### config.mk
export PLATFORM = sky130hd
export DESIGN_NAME = rv32_ifetch
export DESIGN_NICKNAME = d
export VERILOG_FILES = /design/src/rtl/rv32_ifetch.sv
export SDC_FILE = /design/constraint.sdc
export NUM_CORES = 1
export LEC_CHECK = 0
export BUFFER_PORTS_ARGS = -buffer_cell sky130_fd_sc_hd__buf_4
export CAP_MARGIN = 30
export CORE_ASPECT_RATIO = 0.75
export CORE_UTILIZATION = 55
export CTS_CLUSTER_DIAMETER = 30
export CTS_CLUSTER_SIZE = 30
export DETAILED_ROUTE_END_ITERATION = 10
export GPL_ROUTABILITY_DRIVEN = 0
export GPL_TIMING_DRIVEN = 0
export PLACE_DENSITY = 0.8
export SYNTH_ARGS = -nofsm -noshare
export SYNTH_HDL_FRONTEND = slang
export SYNTH_SLANG_ARGS = --single-unit
### constraint.sdc
create_clock -name clk -period 5.23 [get_ports clk]
set_input_delay 0.2615 -clock clk [delete_from_list [all_inputs] [get_ports clk]]
set_output_delay 0.2615 -clock clk [all_outputs]
set_load 0.01 [all_outputs]
### src/rtl/rv32_ifetch.sv
// ---------------------------------------------------------------------------
// rv32_ifetch
//
// Instruction fetch stage for the priRV32 core.
//
// The stage owns the fetch PC and issues sequential word requests to the
// instruction memory. In-order responses are buffered in a small prefetch
// FIFO, and each entry is presented to decode as {pc, instr}. A redirect
// (branch, jump or trap) flushes everything buffered. Responses that are
// still in flight when the redirect happens are counted and thrown away as
// they arrive. Fetch then restarts at the new PC.
//
// Parameters:
//   RESET_PC        first fetch address after reset
//   DEPTH           prefetch FIFO entries, which is also the number of
//                   in-flight credits (power of two, >= 2)
//
// Ports:
//   clk             core clock, rising edge
//   reset           synchronous, active-high reset
//   imem_req_valid  fetch request valid
//   imem_req_ready  memory accepts the request this cycle
//   imem_req_addr   word-aligned fetch address
//   imem_rsp_valid  response valid (in request order, no backpressure)
//   imem_rsp_data   instruction word
//   redirect_valid  flush and restart fetch
//   redirect_pc     new fetch PC (bits [1:0] ignored)
//   if_valid        decode entry valid
//   if_ready        decode accepts the entry
//   if_pc           PC of the presented instruction
//   if_instr        presented instruction
// ---------------------------------------------------------------------------
module rv32_ifetch #(
   parameter logic [31:0] RESET_PC = 32'h0000_0000,
   parameter int          DEPTH    = 2
) (
   input  logic        clk,
   input  logic        reset,
   output logic        imem_req_valid,
   input  logic        imem_req_ready,
   output logic [31:0] imem_req_addr,
   input  logic        imem_rsp_valid,
   input  logic [31:0] imem_rsp_data,
   input  logic        redirect_valid,
   input  logic [31:0] redirect_pc,
   output logic        if_valid,
   input  logic        if_ready,
   output logic [31:0] if_pc,
   output logic [31:0] if_instr
);

   localparam int AW = $clog2(DEPTH);
   localparam int CW = $clog2(DEPTH + 1);
   localparam logic [CW:0] CREDIT_MAX = (CW + 1)'(DEPTH);

   logic [31:0]   r_fetchPc;
   logic [31:0]   r_rspPc;
   logic [CW-1:0] r_outstanding;
   logic [CW-1:0] r_dropCnt;
   logic [CW-1:0] r_count;
   logic [AW-1:0] r_rdPtr;
   logic [AW-1:0] r_wrPtr;
   logic [31:0]   r_pcMem    [DEPTH];
   logic [31:0]   r_instrMem [DEPTH];

   logic [CW:0]   w_credit;
   logic          w_pop;
   logic          w_acc;
   logic          w_rsp;
   logic          w_drop;
   logic          w_push;
   logic [31:0]   w_redirPc;
   logic [1:0]    w_unusedPcBits;

   // Handshake decode. A slot counts against the credit budget from the
   // cycle its request is accepted until decode pops the entry. This means
   // a request issued against a free credit always has FIFO space when its
   // response lands. A pop in the same cycle frees a credit early. That is
   // the only combinational path from if_ready to imem_req_valid.
   assign w_credit       = {1'b0, r_outstanding} + {1'b0, r_count};
   assign if_valid       = ~reset & ~redirect_valid & (r_count != '0);
   assign w_pop          = if_valid & if_ready;
   assign imem_req_valid = ~reset & ~redirect_valid &
                           ((w_credit < CREDIT_MAX) |
                            ((w_credit == CREDIT_MAX) & w_pop));
   assign imem_req_addr  = reset ? RESET_PC : r_fetchPc;
   assign w_acc          = imem_req_valid & imem_req_ready;
   assign w_rsp          = imem_rsp_valid;
   assign w_drop         = w_rsp & (r_dropCnt != '0);
   assign w_push         = w_rsp & ~w_drop & ~redirect_valid;
   assign w_redirPc      = {redirect_pc[31:2], 2'b00};
   assign w_unusedPcBits = redirect_pc[1:0];

   // The decode view is taken straight from the FIFO head. A response is
   // never forwarded in the cycle it arrives.
   assign if_pc    = r_pcMem[r_rdPtr];
   assign if_instr = r_instrMem[r_rdPtr];

   // Control state. Reset takes priority over redirect. A redirect empties
   // the FIFO and restarts both PCs. Every request still in flight at that
   // point becomes a stale response that must be dropped. A response
   // arriving in the redirect cycle is already discarded here, so it is
   // subtracted from the drop count. The outstanding counter keeps tracking
   // the memory side across the redirect.
   always_ff @(posedge clk) begin
      if (reset) begin
         r_fetchPc     <= RESET_PC;
         r_rspPc       <= RESET_PC;
         r_outstanding <= '0;
         r_dropCnt     <= '0;
         r_count       <= '0;
         r_rdPtr       <= '0;
         r_wrPtr       <= '0;
      end else if (redirect_valid) begin
         r_fetchPc     <= w_redirPc;
         r_rspPc       <= w_redirPc;
         r_outstanding <= r_outstanding + CW'(w_acc) - CW'(w_rsp);
         r_dropCnt     <= r_outstanding - CW'(w_rsp);
         r_count       <= '0;
         r_rdPtr       <= '0;
         r_wrPtr       <= '0;
      end else begin
         if (w_acc) begin
            r_fetchPc <= r_fetchPc + 32'd4;
         end
         r_outstanding <= r_outstanding + CW'(w_acc) - CW'(w_rsp);
         if (w_drop) begin
            r_dropCnt <= r_dropCnt - CW'(1);
         end
         if (w_push) begin
            r_rspPc <= r_rspPc + 32'd4;
            r_wrPtr <= r_wrPtr + AW'(1);
         end
         if (w_pop) begin
            r_rdPtr <= r_rdPtr + AW'(1);
         end
         r_count <= r_count + CW'(w_push) - CW'(w_pop);
      end
   end

   // FIFO storage. It needs no reset because the count and pointers decide
   // which entries are live.
   always_ff @(posedge clk) begin
      if (w_push & ~reset) begin
         r_pcMem[r_wrPtr]    <= r_rspPc;
         r_instrMem[r_wrPtr] <= imem_rsp_data;
      end
   end

endmodule

# == Yosys cells after proc, flatten, opt, wreduce, memory -nomap -nowiden ==
# Memories as Yosys holds them, arrays and structs flattened. A register that Yosys moved wholly into a read port is not among the register bits.
# Index checks and enable logic that the tools add are counted.
# totals
input_bits,70
wordCells,57
ramBits,128
n_memories,2
out_inout_bits,98
reg_bits,72
# memory_table
memory,words,width,rd,rd_ports_with_merged_regs,wr,line_no,rtl
r_instrMem,2,32,1,1,1,64,logic [31:0] r_instrMem [DEPTH];
r_pcMem,2,32,1,1,1,63,logic [31:0] r_pcMem [DEPTH];
# classes
n_mux,13
n_reduce_logical,6
bitwise_logic,14
eq_ne,1
n_lt_le_gt_ge,1
addsub,11
# op_table
op,n
$mux W32,5
$add A32 B3 Y32 const B,2
$and A1 B1 Y1,10
$reduce_bool A2 Y1,5
$mux W1,6
$sub A2 B1 Y2,3
$add A2 B1 Y2,2
$mux W2,2
$add A2 B2 Y3,1
$eq A3 B2 Y1 const B,1
$lt A3 B2 Y1 const B,1
$not A1 Y1,3
$add A1 B1 Y1 const B,2
$reduce_or A2 Y1,1
$sub A2 B1 Y2 const B,1
$or A1 B1 Y1,1

# == Depth between registers and ports, before layout ==
# Gate-level depths: netlist of run 1.
# depth
depth_word,10
mapped_depth,13
ltp_nobuf,11

# == Least setup slack after synthesis of run 1 ==
# Ideal clock, no wire load.
# synth_timing
path_kind,register to register
startpoint,reg r_dropCnt[0]
endpoint,"mem r_instrMem[0][0], enable pin"
arrival_time_ps,3340
period_less_slack_ps,3822
n_path_buf,0
slack_ps,1408
path_stages_with_launch,5
cell_sequence,dfxtp_1 > inv_1 > ha_1 > nand3_1 > nor2_1
# synth_between
elab_chain_cells,8
# synth_rtl
item,line_no,rtl
from (decl),59,logic [CW-1:0] r_dropCnt;
from (signal assigned),118,r_dropCnt <= r_outstanding - CW'(w_rsp);
from (signal assigned),128,r_dropCnt <= r_dropCnt - CW'(1);
$reduce_bool A2 Y1,89,assign w_drop = w_rsp & (r_dropCnt != '0);
$and A1 B1 Y1,89,
$not A1 Y1,90,assign w_push = w_rsp & ~w_drop & ~redirect_valid;
$and A1 B1 Y1 (2 in series),90,
$and A1 B1 Y1,144,if (w_push & ~reset) begin
$mux W1,144,
$mux W1 (implied by the code),146,r_instrMem[r_wrPtr] <= imem_rsp_data;
to (decl),64,
# Every way passes these cells.

# == Final worst setup path of run 1 ==
# layout_timing
startpoint,reg r_outstanding[0]
endpoint,reg r_outstanding[0]
# layout_between
elab_chain_cells,8
word_cells_on_any_way,9
classes_between,3 x add/sub; 1 x order compare; 1 x eq/ne; 4 x bitwise
# layout_rtl
item,line_no,rtl
from (decl),58,logic [CW-1:0] r_outstanding;
from (signal assigned),117,r_outstanding <= r_outstanding + CW'(w_acc) - CW'(w_rsp);
from (signal assigned),126,r_outstanding <= r_outstanding + CW'(w_acc) - CW'(w_rsp);
"parallel branches: the longest is 6 deep, another holds $add A2 B2 Y3",-,
$add A2 B1 Y2 *,"117, 126",
$sub A2 B1 Y2 *,"117, 126",
# Mark *: on every way between the ends.
# A chain may end at the register's enable or synchronous reset.

==> impl_metrics.yaml, run 1 <==
placed_design:
  port_buffers: 161
  pre_cts_ws_ns: 2.47
  post-dp-hpwl_um: 14900
detailed_routing:
  drc_errors: 0
  drt_iter0_drc: 625
  via_count: 6648
  viasPerCell: 5.78
  routedWlPerCell_um: 20.1
  antenna_violating_nets_post_route: 0
  drt_pass1_iterations: 5
  drt_wl_total_um: 23100
yosys:
  synth.yosys.seq_area_share_pct: 59.1
  syn_area_um2: 8630
  synth_seq_cells: 193
  ys_types: 56
  avgSynthCellArea_um2: 12.1
  synth_edf_count: 124
  async_flop_share_pct: 0
  yosysWarningCount: 0
  ys.flop_type: "edfxtp_1"
  syn_inst: 714
timing:
  finalSetupTns_ns: 0
  relSlewSlack_pct: 56.2
  clock-skew-final_ns: 0.0113
  worst_pin_slew_ns: 0.657
  setup_viol: 0
  fmax_mhz: 359
  period_share_pct: 53.2
  min_period_ns: 2.78
  timing.hold.ws_ns: 0.0278
  rsz0062_at_grt: "false"
  slew_violations: 0
  finalHoldViolCount: 0
  final.setup.worst_slack_ns: 2.45
clock_tree:
  cts.clk_slew.worst_paths_ns: 0.07
  cts_buffers: 17
  ctsHoldBuffers: 26
  cts.sinks: 193
  htreeDepth: 4
  clk-insertion-delay-late_ns: 0.44
  cts_root_buffer: "clkbuf_16"
  cts_tree: "yes"
  cts_max_path_buffers: 2
  ctsResizeCount: 0
  cts_setup_buffers: 0
global_routing:
  grt_use_met2_pct: 42.8
  grt_overflow: 0
  antenna_found_initial: 0
  grt_max_degree: 29
  grt_pass1_wl_um: 34300
  use_met3_pct: 7.85
  grtUsageTotal_pct: 27.9
  gr-max-usage-layer: "met2"
  grt_pass1_vias: 6273
  grtUsageMet1_pct: 39.2
cells_and_area:
  multi_input_area_um2: 3280
  diodes: 0
  nets: 1012
  regArea_um2: 5100
  fillers: 1027
  area_growth_pct: 28.7
  drive_gt1_share_pct: 29.4
  layout_commonest_cell: "buf_4"
  layout_common_cells: "165 x buf_4, 124 x edfxtp_1, 69 x dfxtp_1"
pwr:
  cellPowerDensity_nw_per_um2: 306
  ir_drop_mv: 0.222
  p_leak_nw: 4.13
worst_setup_path:
  critPathKind: "reg -> reg"
  cp_max_fo: 10
  crit_required_ns: 5.53
  worstSetupEndpointType: "register"
  crit_path_start_kind: "register"
  critPathSlowestCell: "fa_1"
  path_cells: "ha_1, inv_1, fa_1, a31oi_1, buf_2, nor2_4, inv_2, buf_2, ha_1, inv_1, ha_1, nor2b_1"
  arrival_ns: 3.09
  critPathMaxStageDelay_ns: 0.46
  cp_common_cell: "ha_1"
floorplan:
  dieArea_um2: 16200
  ios: 168
  placement_rows: 39
  die_h_um: 111
  core_um2: 15300
  initial_utilization_pct: 56.5
  die_w_um: 147
hold_path:
  hold_class: "in -> reg"
outcome:
  outcome: "complete, no violations"
run:
  maxCapViolations: 0
==> logic make-up after synthesis <==
group / after synthesis / synth area share [%]
buffers and inverters: 68 / 3.19
XOR/XNOR: 45 / 4.56
AND/OR/NAND/NOR: 221 / 14.3
flip-flops: 193 / 59.1
AO/OA/AOI/OAI: 109 / 8.53
multiplexers: 67 / 8.69
adder cells (fa/ha/maj): 10 / 1.54
other: 1 / 0.0434
==> routing by layer <==
metal	part of all wire [%]	vias up
li1	-	3068
met1	42	3173
met2	46	385
met3	11	22
met4	1.4	0
met5	0	-
==> path summary, 6_finish.rpt <==
| path | from | to | slack [ns] | cells after the start |
|---|---|---|---|---|
| worst max-delay path | r_outstanding[0] | r_outstanding[0] | 2.45 | 12 |
| worst min register to register | r_fetchPc[26] | r_fetchPc[26] | 0.51 | 1 |
| worst max register to register | r_outstanding[0] | r_outstanding[0] | 2.45 | 12 |
| worst min-delay path | imem_rsp_data[27] | r_instrMem[0][27] | 0.03 | 1 |
==> through the flow <==
stage,instances,power [W],cell area (um^2),util [%]
final,1150,0.00341,11100,72.8
after global routing,1150,0.00351,11100,72.8
after CTS,1145,0.00340,11100,72.4
after detailed placement,1087,0.00208,10200,66.8
after global placement,1083,0.00207,10100,66.2
after floorplan,717,0.00193,8650,-
==> power by group <==
part           total, W  switching [W]  leakage [nW]  internal, W
sequential      0.00174      0.0000590          1.71      0.00168
combinational  0.000345       0.000178          2.12     0.000167
clock           0.00132       0.000601         0.298     0.000722
==> critical path: cells and delay by family, from the launching register on <==
kind | cells | cell delay [ns]
DFF | 1 | 0.37
buffers and inverters | 5 | 0.73
and+or+nand+nor | 2 | 0.24
adders and majority gates | 4 | 1.10
AOI/OAI and AO/OA | 1 | 0.19
==> synthesized netlist by cell type (all sizes together) (18+ instances only) <==
cell type,instances,area share (%)
edfxtp,124,43
dfxtp,69,16
nor2,33,1.5
mux2,64,8.3
nand3,28,1.7
clkbuf,26,1.1
xnor2,29,2.9
nand4,18,1.3
inv,29,1.3
a21oi,28,1.6
nand2,36,1.6
a21boi,23,2.0
nor2b,28,2.0
==> cell type report <==
class	count	share of cell area, %
Sequential cell	193	45.9
Multi-Input combinational cell	456	29.5
Timing Repair Buffer	196	14.4
Clock buffer	17	3.83
Tap cell	205	2.31
Clock inverter	15	1.55
Buffer	39	1.50
Inverter	29	0.979
==> sequential cells by signal, summed over array words and instances, names as in the netlist, named ones only <==
signal / count
r_rspPc: 30
r_fetchPc: 30
r_rdPtr: 1
r_outstanding: 2
r_dropCnt: 2
r_wrPtr: 1
r_pcMem: 60
r_count: 2
r_instrMem: 64
Power figures use the tool's default switching activity.
==> run 2: changes to the inputs <==
--- a/config.mk
+++ b/config.mk
@@ -5,16 +5,17 @@
 export SDC_FILE = /design/constraint.sdc
 export NUM_CORES = 1
 export LEC_CHECK = 0
+export ABC_AREA = 1
 export BUFFER_PORTS_ARGS = -buffer_cell sky130_fd_sc_hd__buf_4
 export CAP_MARGIN = 30
 export CORE_ASPECT_RATIO = 0.75
-export CORE_UTILIZATION = 55
+export CORE_UTILIZATION = 51
 export CTS_CLUSTER_DIAMETER = 30
 export CTS_CLUSTER_SIZE = 30
 export DETAILED_ROUTE_END_ITERATION = 10
 export GPL_ROUTABILITY_DRIVEN = 0
 export GPL_TIMING_DRIVEN = 0
-export PLACE_DENSITY = 0.8
+export PLACE_DENSITY = 0.77
 export SYNTH_ARGS = -nofsm -noshare
 export SYNTH_HDL_FRONTEND = slang
 export SYNTH_SLANG_ARGS = --single-unit
==> constraint.sdc (replaced) <==
create_clock -name clk -period 2.5 [get_ports clk]
set_input_delay 0.125 -clock clk [delete_from_list [all_inputs] [get_ports clk]]
set_output_delay 0.125 -clock clk [all_outputs]
set_load 0.01 [all_outputs]
==> impl_metrics.yaml, run 2 <==
outcome:
  outcome: "complete, no violations"
yosys:
  syn_inst: 1029
  async_flop_share_pct: 0
  ys_types: 35
  synth_xor_area_share_pct: 2.36
  yosysMostFrequentCell: "nand2_1"
  synth_compound_area_share_pct: 5.75
  ys.flop_type: "edfxtp_1"
  avgSynthCellArea_um2: 9.02
  synth.yosys.seq_area_share_pct: 55.0
  synth-adder-area-share_pct: 1.43
  synth_seq_cells: 193
  yosysTopAreaCell: "edfxtp_1"
  synth-simple-area-share_pct: 21.8
  synth_area_leaders: "edfxtp_1 40%, dfxtp_1 15%, nand2_1 11%"
  netlist.area_leader.share_pct: 40.1
  synth_edf_count: 124
  syn_area_um2: 9290
  yosysWarningCount: 0
  synth_top_family_by_area: "simple AND/OR/NAND/NOR gates"
  synth_top_cells_by_count: "281 x nand2_1, 143 x nor2_1, 124 x edfxtp_1"
  synthMuxAreaShare_pct: 7.52
timing:
  min_period_ns: 2.30
  worst_pin_slew_ns: 0.904
  slew_violations: 0
  relSlewSlack_pct: 39.5
  period_share_pct: 91.9
  setup_viol: 0
  finalHoldViolCount: 0
  timing.hold.ws_ns: 0.0142
  fmax_mhz: 435
  clock-skew-final_ns: 0.0103
  rsz0062_at_grt: "false"
cells_and_area:
  drive_gt1_share_pct: 23.7
  reg_top3: "r_instrMem (64), r_pcMem (60)"
  largest-register: "r_instrMem"
  final_area_um2: 11900
  fillers: 1367
  layout_common_cells: "280 x nand2_1, 166 x buf_4, 143 x nor2_1"
  area_growth_pct: 28.1
  nets: 1332
  largest_reg_flops: 64
  layout_commonest_cell: "nand2_1"
  diodes: 0
  fin_util_pct: 67.2
worst_setup_path:
  critPathKind: "reg -> reg"
  cp_max_fo: 3
  worstSetupEndpointType: "register"
  crit_path_start_kind: "register"
  arrival_ns: 2.62
  r2r_setup_slack_ns: 0.20
  r2r_end: "r_outstanding[1]"
  crit_required_ns: 2.83
  r2r_cells: 12
  crit-reg2reg-launch: "r_outstanding[0]"
hold_path:
  hold_depth: 3
  min_from: "redirect_pc[22]"
  hold_class: "in -> reg"
  worstHoldEndpoint: "r_fetchPc[22]"
pwr:
  cellPowerDensity_nw_per_um2: 601
  ir_drop_mv: 0.418
  p_leak_nw: 4.81
run:
  maxCapViolations: 0
clock_tree:
  htreeDepth: 4
  cts.sinks: 193
  clk-insertion-delay-late_ns: 0.44
  cts_max_path_buffers: 2
  cts_tree: "yes"
  cts_buffers: 17
  cts_root_buffer: "clkbuf_16"
  cts.clk_slew.worst_paths_ns: 0.07
detailed_routing:
  route.met3.wl_um: 2810
  drt_pass1_iterations: 6
  antenna_violating_nets_post_route: 0
  routedWlPerCell_um: 16.1
  drt_iter0_drc: 733
  routed-wl-met2_um: 10800
  wl_met1_um: 10100
  highest_layer: "met4"
  viasPerCell: 5.24
  drc_errors: 0
  drt_wl_total_um: 24200
  via_count: 7894
floorplan:
  core_um2: 17700
  dieArea_um2: 18800
  die_h_um: 119
  die_w_um: 158
  placement_rows: 42
  ios: 168
  initial_utilization_pct: 52.4
global_routing:
  grt_pass1_wl_um: 38000
  grt_pass1_vias: 7479
  grtUsageTotal_pct: 26.9
  grt_max_degree: 20
  grt_overflow: 0
  antenna_found_initial: 0
placed_design:
  port_buffers: 161
  placed_cell_area_um2: 11000
  post-dp-hpwl_um: 17200
## run 2: cell types whose count changed in the layout (fill, tap and decap cells not counted), moves of 16 or more
cell and delta:
a21boi_0 -20, and3_1 -16, clkbuf_1 -16, inv_1 +69, nand2_1 +244, nand3_1 +22
nor2_1 +113, nor2b_1 -28, o21ai_0 +38, xnor2_1 -24
## run 2: cell families after synthesis
| group | after synthesis |
|---|---|
| compound gates | 103 |
| xor+xnor | 25 |
| fa+ha+maj | 10 |
| buf+inv | 136 |
| flops | 193 |
| mux | 62 |
| other cells | 1 |
| simple gates | 499 |
## run 2: critical path, stage by stage, from the launching register on
cell and delay, ns:
dfxtp_1 0.39, ha_1 0.17, inv_1 0.04, fa_1 0.48
inv_1 0.04, nand2_1 0.11, nand3_4 0.09, ha_1 0.28
inv_1 0.04, ha_1 0.18, xor2_1 0.15, o21ai_0 0.16
a21oi_1 0.06
## run 2: layer usage
metal  GRT usage, %  vias up
li1               -     3816
met4           8.74        0
met5              0        -
met2           42.7      427
met1           35.1     3600
met3           8.08       51
## run 2: worst max-delay path by stage
| stage | to | start | depth (start not counted) | slack, ns |
|---|---|---|---|---|
| global route | r_count[1] | r_dropCnt[0] | 11 | 0.09 |
| global placement | r_pcMem[1][30] | redirect_valid | 4 | -0.84 |
| detailed placement | r_outstanding[1] | r_outstanding[0] | 13 | -0.07 |
| floorplan | r_instrMem[1][0] | r_dropCnt[0] | 4 | -0.1 |
| CTS | r_outstanding[1] | r_outstanding[0] | 12 | 0.02 |
| finish | r_outstanding[1] | r_outstanding[0] | 12 | 0.20 |
## run 2: repair_timing
item                                    CTS  global route
resized for setup                         0             0
endpoints found under the setup margin    1             1
buffers inserted                          0             1
pin swaps                                 0             1
endpoints found under the hold margin    66             0
hold buffers                             34             0
## run 2: report_power, final
group,internal (W),switching [W],total (W)
registers,0.00352,0.000120,0.00364
clock network,0.00142,0.00130,0.00271
logic,0.000352,0.000449,0.000801
total,0.00529,0.00186,0.00715
## run 2: per-stage QoR
stage	std cells	setup WS, ns	total power [W]	setup TNS [ns]
global placement	1435	-0.843	0.00440	-103.62
CTS	1506	0.0180	0.00714	0
finish	1507	0.202	0.00715	0
detailed placement	1441	-0.0687	0.00444	-0.0687
global route	1507	0.0884	0.00739	0
floorplan	1032	-0.0975	0.00409	-12.09
## run 2: area by class of cell
cell class / count / area [um^2] / area share, %
multi-input combinational: 703 / 3660 / 30.8
tap: 242 / 303 / 2.55
timing repair buffer: 202 / 1680 / 14.2
clock inverter: 15 / 160 / 1.35
inverter: 102 / 383 / 3.22
sequential: 193 / 5100 / 42.9
buffer: 33 / 178 / 1.49
clock buffer: 17 / 425 / 3.58
==> run 3: changes to the inputs <==
--- a/config.mk
+++ b/config.mk
@@ -8,14 +8,17 @@
 export ABC_AREA = 1
 export BUFFER_PORTS_ARGS = -buffer_cell sky130_fd_sc_hd__buf_4
 export CAP_MARGIN = 30
+export CELL_PAD_IN_SITES_DETAIL_PLACEMENT = 2
+export CELL_PAD_IN_SITES_GLOBAL_PLACEMENT = 2
 export CORE_ASPECT_RATIO = 0.75
-export CORE_UTILIZATION = 51
+export CORE_UTILIZATION = 31
 export CTS_CLUSTER_DIAMETER = 30
 export CTS_CLUSTER_SIZE = 30
 export DETAILED_ROUTE_END_ITERATION = 10
 export GPL_ROUTABILITY_DRIVEN = 0
 export GPL_TIMING_DRIVEN = 0
-export PLACE_DENSITY = 0.77
+export PLACE_DENSITY_LB_ADDON = 0.1
 export SYNTH_ARGS = -nofsm -noshare
 export SYNTH_HDL_FRONTEND = slang
 export SYNTH_SLANG_ARGS = --single-unit
+export TNS_END_PERCENT = 10
==> impl_metrics.yaml, run 3 (synthesis results as in run 2) <==
placed_design:
  post-place-cells: 1593
  post-dp-hpwl_um: 25200
  port_buffers: 161
  placed_cell_area_um2: 11200
floorplan:
  dieArea_um2: 30700
  die_h_um: 152
  die_w_um: 202
  initial_utilization_pct: 31.7
  placement_rows: 54
  core_um2: 29300
  ios: 168
worst_setup_path:
  cp_top_family: "adder cells"
  r2r_setup_slack_ns: 0.16
  crit_path_start_kind: "register"
  crit_required_ns: 2.87
  critPathSlowestCell: "ha_1"
  worstSetupEndpointType: "register"
  critPathMaxStageDelay_ns: 0.32
  r2r_cells: 11
  critPathKind: "reg -> reg"
  cp_common_cell: "inv_1"
  cp_max_fo: 8
  critPathBufInv: 3
  r2r_end: "r_count[1]"
  path_cells: "inv_1, ha_2, nand2_4, nor2_2, inv_1, ha_1, inv_1, ha_1, xnor2_1, or2_2, a21oi_1"
  crit-reg2reg-launch: "r_dropCnt[0]"
  arrival_ns: 2.71
clock_tree:
  cts_tree: "yes"
  clk-insertion-delay-late_ns: 0.44
  cts_max_path_buffers: 2
  cts_root_buffer: "clkbuf_16"
  cts_buffers: 17
  htreeDepth: 4
  cts.clk_slew.worst_paths_ns: 0.08
  cts.sinks: 193
detailed_routing:
  drt_wl_total_um: 32900
  routedWlPerCell_um: 19.8
  drc_errors: 0
  viasPerCell: 4.78
  via_count: 7941
  drt_pass1_iterations: 5
  drt_iter0_drc: 297
  antenna_violating_nets_post_route: 0
pwr:
  ir_drop_mv: 0.466
  p_leak_nw: 4.83
  p_int_w: 0.00527
  switching_share_pct: 26.7
  p_switching_w: 0.00192
  pwr-share-seq_pct: 50.7
  p_comb_share_pct: 11.8
  cellPowerDensity_nw_per_um2: 593
  p_clk_share_pct: 37.5
timing:
  clock-skew-final_ns: 0.0119
  timing.hold.ws_ns: 0.0370
  relSlewSlack_pct: 42.8
  rsz0062_at_grt: "false"
  period_share_pct: 93.7
  slew_violations: 0
  worst_pin_slew_ns: 0.858
  setup_viol: 0
  min_period_ns: 2.34
  finalHoldViolCount: 0
  fmax_mhz: 427
run:
  maxCapViolations: 0
cells_and_area:
  nets: 1336
  regArea_um2: 5100
  layout_common_cells: "280 x nand2_1, 167 x buf_4, 142 x nor2_1"
  fin_cells: 1660
  diodes: 0
  fillers: 3295
  area_growth_pct: 30.6
  reg_top3: "r_instrMem (64), r_pcMem (60)"
  drive_gt1_share_pct: 23.9
  final_area_um2: 12100
  layout_commonest_cell: "nand2_1"
  multi_input_area_um2: 3660
  largest-register: "r_instrMem"
  largest_reg_flops: 64
hold_path:
  hold_class: "in -> reg"
  hold_depth: 5
  worstHoldEndpoint: "r_fetchPc[23]"
  min_from: "redirect_pc[23]"
global_routing:
  antenna_found_initial: 0
  grt_pass1_vias: 8575
  grt_pass1_wl_um: 50800
  grt_max_degree: 19
  grt_overflow: 0
  grtUsageTotal_pct: 22.0
outcome:
  outcome: "complete, no violations"
[run 3: cell count changes in the layout (fill, tap and decap cells not counted)]
cell           before  now
buf_16              3    5
buf_4             166  167
clkbuf_1           10   11
clkinv_1            3    2
clkinv_2            1    3
clkinv_4            0    1
clkinv_8            1    0
clkinvlp_4          3    2
dlygate4sd3_1      34   35
inv_6               3    4
inv_8               5    2
nor2_1            143  142
nor2_2              5    6
[run 3: metrics by stage]
step,total power (W),utilization (%),worst slack [ns],TNS [ns]
after floorplan,0.00409,-,-0.0979,-11.21
after global placement,0.00447,37.7,-1.22,-148.67
after global routing,0.00747,41.5,0.0168,0
final,0.00719,41.5,0.158,0
after detailed placement,0.00452,38.3,-0.132,-0.132
after CTS,0.00727,41.5,0.147,0
[run 3: worst max-delay path by stage]
stage,start,end,depth (start not counted)
2_1_floorplan,r_dropCnt[0],r_instrMem[0][0],4
3_3_place_gp,redirect_valid,r_pcMem[1][23],4
3_5_place_dp,r_outstanding[0],r_outstanding[1],13
4_1_cts,r_dropCnt[0],r_pcMem[0][26],8
5_1_grt,r_dropCnt[0],r_count[1],11
6_report,r_dropCnt[0],r_count[1],11
[run 3: area by class of cell]
cell class                      count  share of cell area [%]
Multi-Input combinational cell    703                    30.2
Inverter                          102                    3.16
Buffer                             33                    1.46
Timing Repair Buffer              206                    14.5
Clock inverter                     13                    1.04
Sequential cell                   193                    42.1
Tap cell                          392                    4.04
Clock buffer                       18                    3.54
[run 3: power groups by stage]
| stage | clock network, W | registers [W] | logic (W) |
|---|---|---|---|
| final | 0.00270 | 0.00364 | 0.000848 |
| after global routing | 0.00286 | 0.00366 | 0.000941 |
| after CTS | 0.00277 | 0.00364 | 0.000860 |
| after detailed placement | 0 | 0.00372 | 0.000806 |
| after global placement | 0 | 0.00371 | 0.000759 |
| after floorplan | 0 | 0.00367 | 0.000424 |
[run 3: worst register-to-register path, delay by kind of cell (launching register included)]
family / cells / cell delay [ns]
AND/OR/NAND/NOR: 3 / 0.67
buffers and inverters: 3 / 0.33
adder cells (fa/ha/maj): 3 / 0.72
flip-flops: 1 / 0.31
XOR/XNOR: 1 / 0.14
AO/OA/AOI/OAI: 1 / 0.12
[run 3: metal layers]
layer	GRT usage [%]	share of wire, %
met1	31.3	48
met2	36.0	47
met3	2.92	3.7
met4	3.57	0.55
met5	0	0
[run 3: timing repair]
action                                  4_1_cts  5_1_grt
setup buffers                                 2        0
endpoints found under the setup margin        2        0
gates resized for setup                       1        0
hold endpoints to repair                     67        0
hold buffers                                 35        0
